--- config.mk ---
export PLATFORM = sky130hd
export DESIGN_NAME = smpu_region_ctrl
export DESIGN_NICKNAME = d
export VERILOG_FILES = /design/src/rtl/smpu_pkg.sv /design/src/rtl/smpu_region_match.sv /design/src/rtl/smpu_region_ctrl.sv
export SDC_FILE = /design/constraint.sdc
export NUM_CORES = 1
export LEC_CHECK = 0
export ABC_AREA = 1
export BUFFER_PORTS_ARGS = -buffer_cell sky130_fd_sc_hd__buf_2
export CORE_ASPECT_RATIO = 0.75
export CORE_MARGIN = 4
export CORE_UTILIZATION = 45
export DETAILED_ROUTE_END_ITERATION = 16
export SETUP_SLACK_MARGIN = 0.1
export SLEW_MARGIN = 20
export SYNTH_ARGS = -nofsm -noshare
export SYNTH_HDL_FRONTEND = slang
export SYNTH_SLANG_ARGS = --single-unit
--- constraint.sdc ---
create_clock -name pclk -period 3.2 [get_ports pclk]
set_clock_uncertainty 0.2 [all_clocks]
set_input_delay 0.16 -clock pclk [delete_from_list [all_inputs] [get_ports pclk]]
set_output_delay 0.16 -clock pclk [all_outputs]
set_load 0.01 [all_outputs]
--- src/rtl/smpu_pkg.sv ---
// rtl/smpu_pkg.sv - register map, field positions and helpers for the system MPU
package smpu_pkg;

    localparam logic [5:0] WADDR_CTRL   = 6'h20;
    localparam logic [5:0] WADDR_STATUS = 6'h21;
    localparam logic [5:0] WADDR_FAULT  = 6'h22;

    localparam int ENT_EN       = 0;
    localparam int ENT_PRIV     = 1;
    localparam int ENT_RO       = 2;
    localparam int ENT_NX       = 3;
    localparam int ENT_SIZE_LSB = 7;
    localparam int SIZE_W       = 5;

    localparam int CTRL_EN     = 0;
    localparam int CTRL_IRQ_EN = 1;
    localparam int CTRL_LOCK   = 2;

    localparam int ST_VLD       = 0;
    localparam int ST_OVF       = 1;
    localparam int ST_IDX_LSB   = 4;
    localparam int ST_HWRITE    = 8;
    localparam int ST_HPROT_LSB = 9;

    // Index width, never below one bit so a single-entry build still has a field.
    function automatic int clog2(input int n);
        int r;
        r = 0;
        for (int v = n - 1; v > 0; v = v >> 1) r++;
        return (r == 0) ? 1 : r;
    endfunction

    function automatic logic [31:0] entry_wmask(input int min_gran);
        return (32'hFFFF_FFFF << min_gran) | 32'h0000_0F8F;
    endfunction

endpackage

--- src/rtl/smpu_region_match.sv ---
// rtl/smpu_region_match.sv - address/attribute match for one MPU region
module smpu_region_match
    import smpu_pkg::*;
#(
    parameter int ADDR_W   = 32,
    parameter int MIN_GRAN = 12
) (
    input  logic              en_i,
    input  logic [ADDR_W-1:0] base_i,
    input  logic [SIZE_W-1:0] size_i,
    input  logic              priv_i,
    input  logic              ro_i,
    input  logic              nx_i,
    input  logic [ADDR_W-1:0] haddr_i,
    input  logic [1:0]        hprot_i,
    input  logic              hwrite_i,
    output logic              hit_o,
    output logic              viol_o
);

    logic [5:0]        s_plus1;
    logic [5:0]        sz;
    logic [ADDR_W-1:0] mask;

    assign s_plus1 = {1'b0, size_i} + 6'd1;
    assign sz      = (s_plus1 > 6'(MIN_GRAN)) ? s_plus1 : 6'(MIN_GRAN);

    // Only bits at or above log2(region size) take part in the compare.
    always_comb begin
        mask = '0;
        for (int b = 0; b < ADDR_W; b++) mask[b] = (b >= int'(sz));
    end

    assign hit_o  = en_i & (((haddr_i ^ base_i) & mask) == '0);
    assign viol_o = (priv_i & ~hprot_i[1]) | (ro_i & hwrite_i) | (nx_i & ~hprot_i[0]);

endmodule

--- src/rtl/smpu_region_ctrl.sv ---
// rtl/smpu_region_ctrl.sv - APB-programmed region MPU with deny, fault capture and irq
module smpu_region_ctrl
    import smpu_pkg::*;
#(
    parameter int NUM_ENTRY = 8,
    parameter int ADDR_W    = 32,
    parameter int MIN_GRAN  = 12
) (
    input  logic              pclk,
    input  logic              presetn,
    input  logic              psel,
    input  logic              penable,
    input  logic              pwrite,
    input  logic [7:2]        paddr,
    input  logic [31:0]       pwdata,
    output logic [31:0]       prdata,
    output logic              pready,
    output logic              pslverr,
    input  logic [ADDR_W-1:0] biu_pad_haddr,
    input  logic [3:0]        biu_pad_hprot,
    input  logic              biu_pad_hwrite,
    input  logic              biu_pad_hvld,
    output logic              smpu_deny,
    output logic              smpu_irq
);

    localparam int          IDX_W       = clog2(NUM_ENTRY);
    localparam logic [31:0] ENTRY_WMASK = entry_wmask(MIN_GRAN);

    logic [31:0]          entry_q [NUM_ENTRY];
    logic                 ctrl_en_q, irq_en_q, lock_q;
    logic [31:0]          prdata_q, rdata;
    logic                 fault_vld_q, fault_vld_d, ovf_q, ovf_d;
    logic [IDX_W-1:0]     fidx_q, fidx_d, vidx;
    logic                 fwrite_q, fwrite_d;
    logic [1:0]           fprot_q, fprot_d;
    logic [ADDR_W-1:0]    faddr_q, faddr_d;
    logic [NUM_ENTRY-1:0] ent_dec, hit, attr_viol, viol;
    logic                 ent_sel, ctrl_sel, stat_sel, fault_sel, mapped;
    logic                 apb_wr, apb_rd_setup, w1c_vld, w1c_ovf;
    logic                 unused_hprot;

    assign unused_hprot = ^biu_pad_hprot[3:2];

    always_comb begin
        ent_dec = '0;
        for (int i = 0; i < NUM_ENTRY; i++)
            ent_dec[i] = (paddr[7:6] == 2'b00) && (paddr[5:2] == 4'(i));
    end

    assign ent_sel      = |ent_dec;
    assign ctrl_sel     = (paddr == WADDR_CTRL);
    assign stat_sel     = (paddr == WADDR_STATUS);
    assign fault_sel    = (paddr == WADDR_FAULT);
    assign mapped       = ent_sel | ctrl_sel | stat_sel | fault_sel;
    assign apb_wr       = psel & penable & pwrite;
    assign apb_rd_setup = psel & ~penable & ~pwrite;
    assign w1c_vld      = apb_wr & stat_sel & pwdata[ST_VLD];
    assign w1c_ovf      = apb_wr & stat_sel & pwdata[ST_OVF];

    assign pready  = 1'b1;
    assign pslverr = psel & penable & (~mapped | (lock_q & pwrite & (ent_sel | ctrl_sel)));
    assign prdata  = prdata_q;

    for (genvar g = 0; g < NUM_ENTRY; g++) begin : g_match
        logic [31:0] base32;
        assign base32 = {entry_q[g][31:MIN_GRAN], {MIN_GRAN{1'b0}}};
        smpu_region_match #(.ADDR_W(ADDR_W), .MIN_GRAN(MIN_GRAN)) u_match (
            .en_i     (entry_q[g][ENT_EN]),
            .base_i   (base32[ADDR_W-1:0]),
            .size_i   (entry_q[g][ENT_SIZE_LSB +: SIZE_W]),
            .priv_i   (entry_q[g][ENT_PRIV]),
            .ro_i     (entry_q[g][ENT_RO]),
            .nx_i     (entry_q[g][ENT_NX]),
            .haddr_i  (biu_pad_haddr),
            .hprot_i  (biu_pad_hprot[1:0]),
            .hwrite_i (biu_pad_hwrite),
            .hit_o    (hit[g]),
            .viol_o   (attr_viol[g])
        );
    end

    assign viol = hit & attr_viol;

    // Descending scan so the lowest violating entry is the one left in vidx.
    always_comb begin
        vidx = '0;
        for (int i = NUM_ENTRY - 1; i >= 0; i--)
            if (viol[i]) vidx = IDX_W'(i);
    end

    assign smpu_deny = ctrl_en_q & biu_pad_hvld & (|viol);
    assign smpu_irq  = fault_vld_q & irq_en_q;

    always_comb begin
        rdata = '0;
        for (int i = 0; i < NUM_ENTRY; i++)
            if (ent_dec[i]) rdata = entry_q[i];
        if (ctrl_sel) begin
            rdata[CTRL_EN]     = ctrl_en_q;
            rdata[CTRL_IRQ_EN] = irq_en_q;
            rdata[CTRL_LOCK]   = lock_q;
        end
        if (stat_sel) begin
            rdata[ST_VLD]             = fault_vld_q;
            rdata[ST_OVF]             = ovf_q;
            rdata[ST_IDX_LSB +: 4]    = 4'(fidx_q);
            rdata[ST_HWRITE]          = fwrite_q;
            rdata[ST_HPROT_LSB +: 2]  = fprot_q;
        end
        if (fault_sel) rdata = 32'(faddr_q);
    end

    always_ff @(posedge pclk or negedge presetn) begin
        if (!presetn) begin
            for (int i = 0; i < NUM_ENTRY; i++) entry_q[i] <= '0;
            ctrl_en_q <= 1'b0;
            irq_en_q  <= 1'b0;
            lock_q    <= 1'b0;
            prdata_q  <= '0;
        end else begin
            if (apb_wr && !lock_q) begin
                for (int i = 0; i < NUM_ENTRY; i++)
                    if (ent_dec[i]) entry_q[i] <= pwdata & ENTRY_WMASK;
                if (ctrl_sel) begin
                    ctrl_en_q <= pwdata[CTRL_EN];
                    irq_en_q  <= pwdata[CTRL_IRQ_EN];
                    lock_q    <= pwdata[CTRL_LOCK];
                end
            end
            if (apb_rd_setup) prdata_q <= rdata;
        end
    end

    // A W1C of fault_vld in the same cycle as a new fault frees the slot first.
    always_comb begin
        fault_vld_d = fault_vld_q & ~w1c_vld;
        ovf_d       = ovf_q & ~w1c_ovf;
        fidx_d      = fidx_q;
        fwrite_d    = fwrite_q;
        fprot_d     = fprot_q;
        faddr_d     = faddr_q;
        if (smpu_deny) begin
            if (fault_vld_d) begin
                ovf_d = 1'b1;
            end else begin
                fault_vld_d = 1'b1;
                fidx_d      = vidx;
                fwrite_d    = biu_pad_hwrite;
                fprot_d     = biu_pad_hprot[1:0];
                faddr_d     = biu_pad_haddr;
            end
        end
    end

    always_ff @(posedge pclk or negedge presetn) begin
        if (!presetn) begin
            fault_vld_q <= 1'b0;
            ovf_q       <= 1'b0;
            fidx_q      <= '0;
            fwrite_q    <= 1'b0;
            fprot_q     <= '0;
            faddr_q     <= '0;
        end else begin
            fault_vld_q <= fault_vld_d;
            ovf_q       <= ovf_d;
            fidx_q      <= fidx_d;
            fwrite_q    <= fwrite_d;
            fprot_q     <= fprot_d;
            faddr_q     <= faddr_d;
        end
    end

endmodule

Word level (Yosys, flattened, before mapping)
Index checks and enable logic that the tools add are counted.
{ "word_totals": {"word_cells": 455, "in_bits": 81, "out_inout_bits": 36, "ff_bits": 307} }
{ "classes": {"reduce_logical": 32, "mux": 31, "n_eq_ne": 10, "order_cmp": 264, "add_sub_neg": 8, "bitwise": 92} }
{ "op_table": {"columns": ["cell", "n"], "rows": [
  ["5-bit by 6-bit >= comparator with 1-bit output, first input constant", 128],
  ["4-bit by 6-bit >= comparator with 1-bit output, first input constant", 64],
  ["32-bit two-way mux", 9],
  ["32-bit AND", 8],
  ["32-bit logical NOT", 8],
  ["32-bit bitwise XOR", 8],
  ["3-bit by 6-bit >= comparator with 1-bit output, first input constant", 32],
  ["1-bit by 6-bit >= comparator with 1-bit output, first input constant", 16],
  ["2-bit by 6-bit >= comparator with 1-bit output, first input constant", 16],
  ["5-bit by 1-bit adder with 6-bit output, second input constant", 8],
  ["6-bit by 4-bit > comparator with 1-bit output, second input constant", 8],
  ["6-bit two-way mux", 8],
  ["1-bit AND", 47],
  ["3-bit two-way mux", 9],
  ["1-bit bitwise OR", 20],
  ["2-bit AND reduction", 10],
  ["6-bit == test, second input constant", 3],
  ["4-bit by 3-bit == test with 1-bit output, second input constant", 4],
  ["8-bit OR reduction", 2],
  ["1-bit logical AND", 9],
  ["8-bit AND", 1],
  ["4-bit by 2-bit == test with 1-bit output, second input constant", 2],
  ["1-bit NOT", 8],
  ["7-bit two-way mux", 1],
  ["other kinds (6)", 8]
]} }

Longest topological paths before layout
{ "logic_depth": {"word_depth": 16, "mapped_depth": 24, "depth_no_buf": 22} }

By module
From an unflattened synthesis, not the netlist that was laid out.
{ "hier_totals": {"hier_cells": 2863, "hier_area_um2": 20256.9} }
{ "modules_own_cells": {"columns": ["mod", "n_inst", "area_each_um2", "cells_per_inst", "seq_area_each_um2"], "rows": [
  ["smpu_region_ctrl", 1, 13750.7, 1703, 7682.4],
  ["smpu_region_match", 8, 813.3, 145, 0.0]
]} }

Least setup slack after synthesis
No wires, ideal clock.
{ "synth_path": {"kind": "flip-flop to flip-flop", "start": "register entry_q[103] in the netlist's numbering", "end": "register faddr_q[22]", "setup_slack_ns": 0.496, "path_buffers": 1, "setup_time_ns": 0.118, "period_less_slack_ns": 2.704, "required_time_ns": 2.882, "stages_incl_launch_ff": 18, "t_arrival_ns": 2.386, "cell_sequence": "dfrtp_1 ha_1 nand3_1 xor2_2 nand2_2 o21ai_2 nand3_1 nand3_1 nand2_1 nor2_1 nand3_1 nand2_1 nor2_1 nand2_2 nand3_2 buf_2 nand2_1 nand2_1"} }
{ "synth_via": {"elab_chain_len": 11, "word_cells_on_any_way": 42, "cone_classes": "1 x add/sub; 33 x order compare; 1 x mux; 4 x bitwise; 3 x reduce/logical"} }
{ "synth_lines": {"columns": ["item", "line_no", "source"], "rows": [
  ["from (decl)", "smpu_region_ctrl.sv:30", "logic [31:0] entry_q [NUM_ENTRY];"],
  ["from (signal, indexed assignment)", "smpu_region_ctrl.sv:124", "if (ent_dec[i]) entry_q[i] <= pwdata & ENTRY_WMASK;"],
  ["5-bit by 1-bit adder with 6-bit output *", "smpu_region_match.sv:25", "assign s_plus1 = {1'b0, size_i} + 6'd1;"],
  ["6-bit by 4-bit > comparator with 1-bit output", "smpu_region_match.sv:26", "assign sz = (s_plus1 > 6'(MIN_GRAN)) ? s_plus1 : 6'(MIN_GRAN);"],
  ["6-bit two-way mux *", "smpu_region_match.sv:26", null],
  ["1-bit by 6-bit >= comparator with 1-bit output (tied with other cells)", "smpu_region_match.sv:31", "for (int b = 0; b < ADDR_W; b++) mask[b] = (b >= int'(sz));"],
  ["32-bit AND *", "smpu_region_match.sv:34", "assign hit_o = en_i & (((haddr_i ^ base_i) & mask) == '0);"],
  ["32-bit logical NOT *", "smpu_region_match.sv:34", null],
  ["1-bit AND *", "smpu_region_match.sv:34", null],
  ["8-bit AND *", "smpu_region_ctrl.sv:83", "assign viol = hit & attr_viol;"],
  ["8-bit OR reduction *", "smpu_region_ctrl.sv:92", "assign smpu_deny = ctrl_en_q & biu_pad_hvld & (|viol);"],
  ["1-bit AND *", "smpu_region_ctrl.sv:92", null],
  ["2-bit AND reduction (no source line) *", null, null],
  ["to (signal assigned)", "smpu_region_ctrl.sv:170", "faddr_q <= faddr_d;"],
  ["to (decl)", "smpu_region_ctrl.sv:37", "logic [ADDR_W-1:0] faddr_q, faddr_d;"]
]} }
Mark *: on every way between the ends. The rest lies on a longest branch, timed or not.
A chain may end at the register's enable or synchronous reset.

Worst setup path after layout
{ "layout_path": {"start": "register entry_q[231] in the netlist's numbering", "end": "output smpu_deny"} }
{ "layout_via": {"elab_chain_len": 10, "word_cells_on_any_way": 41, "cone_classes": "1 x add/sub; 33 x order compare; 1 x mux; 4 x bitwise; 2 x reduce/logical"} }
{ "layout_lines": {"columns": ["item", "line_no", "source"], "rows": [
  ["5-bit by 1-bit adder with 6-bit output *", "smpu_region_match.sv:25", null],
  ["6-bit by 4-bit > comparator with 1-bit output", "smpu_region_match.sv:26", null],
  ["6-bit two-way mux *", "smpu_region_match.sv:26", null],
  ["1-bit by 6-bit >= comparator with 1-bit output (tied with other cells)", "smpu_region_match.sv:31", null],
  ["32-bit AND *", "smpu_region_match.sv:34", null],
  ["32-bit logical NOT *", "smpu_region_match.sv:34", null],
  ["1-bit AND *", "smpu_region_match.sv:34", null],
  ["8-bit AND *", "smpu_region_ctrl.sv:83", null],
  ["8-bit OR reduction *", "smpu_region_ctrl.sv:92", null],
  ["1-bit AND *", "smpu_region_ctrl.sv:92", null],
  ["to (decl)", "smpu_region_ctrl.sv:23", "output logic smpu_deny,"]
]} }
Marks and branches as above.

==> reports/qor.yml <==
startpoint: "entry_q[231]"
fin_ws_ns: -0.3148
tightestPinTransition_ns: 0.8586
path_delay_family: "simple AND/OR/NAND/NOR gates"
rsz0062_at_grt: "yes"
worstSetupPathType: "reg2out"
fin_crit_sh_pct: 109.8
final_util_pct: 57.00
p_per_area_mw_per_mm2: 395.3
drtPass1Iterations: 6
fmax_mhz: 284.5
async_reset_ff_share_pct: 100.0
cp.depth: 17
syn_to_final_growth_pct: 25.26
tritoncts: "yes"
via_per_inst: 5.616
avgSynthCellArea_um2: 7.302
hpwl_mm: 54.32
dp_cells: 3098
via_count: 18330
grt_pass1_vias: 17100
final_nets: 2806
wl_mm: 72.65
start_kind: "flip-flop"
clk_pin_slew_ns: 0.06
cp_slowest_cell: "dfrtp_2"
r2r_start: "entry_q[231]"
grt_max_degree: 91
setup_viol: 30
drt_iter0_markers: 2156
final-max-slew-violation-count: 0
synth_seq_area_share_pct: 42.75
leakage_nw: 11.14
dieArea_mm2: 0.04323
antenna_found_initial: 2
routabilityCongestion: 1.048
endpoint_kind: "primary output"
rows: 63
synthCells: 2461
cp-endpoint: "smpu_deny"
grt_usage_pct: 32.97
worstPathMaxFanout: 4
hold_viol: 0
overflow: 0
clock_latency_ns: 0.55
syn_area_mm2: 0.01797
synth_flop_cell: "dfrtp_1"
cts.sinks: 307
ioPinCount: 117
ctsLongestPathBuffers: 3
crit_buf_inv: 5
synth_cell_types: 52
cts_root_buffer: "clkbuf_16"
crit_chain: "ha_4 > xor2_1 > inv_1 > nor2_1 > nor2_4 > nand3_1 > nand4_1 > nor3_2 > nand3_1 > buf_6 > nand2_4 > nor2_4 > nand2_2 > nand2_4 > buf_6 > inv_4 > buf_6"
regToRegEndpoint: "faddr_q[14]"
final_cell_mix: "nand2_1 (681), dfrtp_1 (302), o21ai_0 (253)"
numCtsBuffers: 35
r2r_cells: 22
core_mm2: 0.03949
cpPeakStageDelay_ns: 0.44
chipHeight_um: 181.1
period_minus_slack_ns: 3.515
drive_above_1_share_pct: 16.84
worstPathRequired_ns: 2.84
grt_pass1_wl_mm: 107.8
final_common_cell: "nand2_1"
violations: "setup timing"
r2r_slack_ns: -0.31
fin_cells: 3264
relSlewSlack_pct: 42.76
die_width_um: 238.8
maxCapViolations: 0
synth_edf_count: 0
drc: 0
cp_common_cell: "buf_6"
ant_nets: 0
htree_num_levels: 2
start_util_pct: 45.51
status: "finished with violations"
yosysWarnings: 0
arrival_ns: 3.15
portBuffers: 110
routedWlPerCell_um: 22.26
min_path_type: "in2async"
ys_seq_elements: 307
synth.net_count: 2550
ir_drop_uv: 351.7
==> layout make-up <==
class                           count  area [um^2]
Tap cell                          520        650.6
Antenna cell                        1        2.502
Fill cell                        3643        16980
Clock inverter                     15        170.2
Sequential cell                   307         7689
Timing Repair Buffer              328         2596
Clock buffer                       48         1005
Inverter                          239        902.1
Multi-Input combinational cell   1806         9495
==> state kept, by name, summed over array words and instances (netlist names) <==
register,cells
fwrite_q,1
ovf_q,1
fprot_q,2
entry_q,232
faddr_q,32
lock_q,1
ctrl_en_q,1
fidx_q,3
prdata,32
fault_vld_q,1
irq_en_q,1
==> power breakdown <==
group          leakage [nW]  internal [mW]  switching [mW]  total [mW]
Combinational          6.83          0.257           0.527       0.784
Sequential             3.73           3.91          0.0173        3.93
Clock                 0.577           2.39            1.80        4.19
==> cell families (layout without fill, tap and decap cells) <==
| logic type | Yosys count | count (layout) | share of synthesized area, % |
|---|---|---|---|
| buffers and inverters | 348 | 630 | 7.575 |
| AND/OR/NAND/NOR | 1137 | 1137 | 25.90 |
| XOR/XNOR | 156 | 156 | 7.686 |
| adder cells (fa/ha/maj) | 8 | 8 | 0.5570 |
| AO/OA/AOI/OAI | 504 | 504 | 15.51 |
| flip-flops | 307 | 307 | 42.75 |
| other | 1 | 2 | 0.02087 |
==> routing by layer <==
metal  global-route usage (%)  share of wire (%)  vias to the layer above
li1                         -                  -                     8510
met1                    50.47                 46                     8767
met2                    46.00                 41                      928
met3                    8.729                 11                      124
met4                    8.633                2.6                        2
met5                        0              0.023                        -
==> repair_timing <==
action / CTS / global route
hold endpoints to repair: 367 / 0
pin swaps: 27 / 30
hold buffers: 75 / 0
gates cloned: 4 / 0
endpoints found under the setup margin: 40 / 41
buffers inserted: 15 / 8
resized for setup: 101 / 63
==> how the worst min path moves through the flow <==
stage | to | startpoint
finish | entry_q[170] | presetn
global route | entry_q[169] | presetn
CTS | ovf_q | paddr[2]
detailed placement | entry_q[171] | presetn
global placement | entry_q[171] | presetn
floorplan | ctrl_en_q | presetn
==> cells in the mapped netlist (8+ instances only) <==
cell	n	area (um^2)
o21ai_1	27	135.1
nand4_1	40	250.2
buf_2	14	70.07
xor2_1	103	902.1
dfrtp_1	307	7682
a221oi_1	12	105.1
o21ai_0	258	1291
o22ai_1	18	112.6
nor3_1	19	95.09
xnor2_1	51	446.7
inv_1	232	870.8
o2111ai_1	9	78.83
ha_1	8	100.1
o221ai_1	12	105.1
nand3_1	119	595.6
nand2_1	737	2766
a21oi_1	127	635.6
clkbuf_1	83	311.6
nor2_1	194	728.2
==> through the flow <==
stage                      TNS (ns)  power (mW)  area (um^2)  setup slack [ns]  hold WS, ns
after CTS                    -5.096       8.917        22200           -0.2315     0.004221
after global routing         -10.95       9.144        22510           -0.3979      0.09339
after global placement    -0.005537       4.684        19730         -0.005537      0.05853
after detailed placement    -0.1513       4.687        19730          -0.03288      0.05800
final                        -8.008       8.898        22510           -0.3148     0.006171
after floorplan                   0       4.272        17970            0.4956      -0.3356
Note: power is estimated with default switching activity, not from simulation.
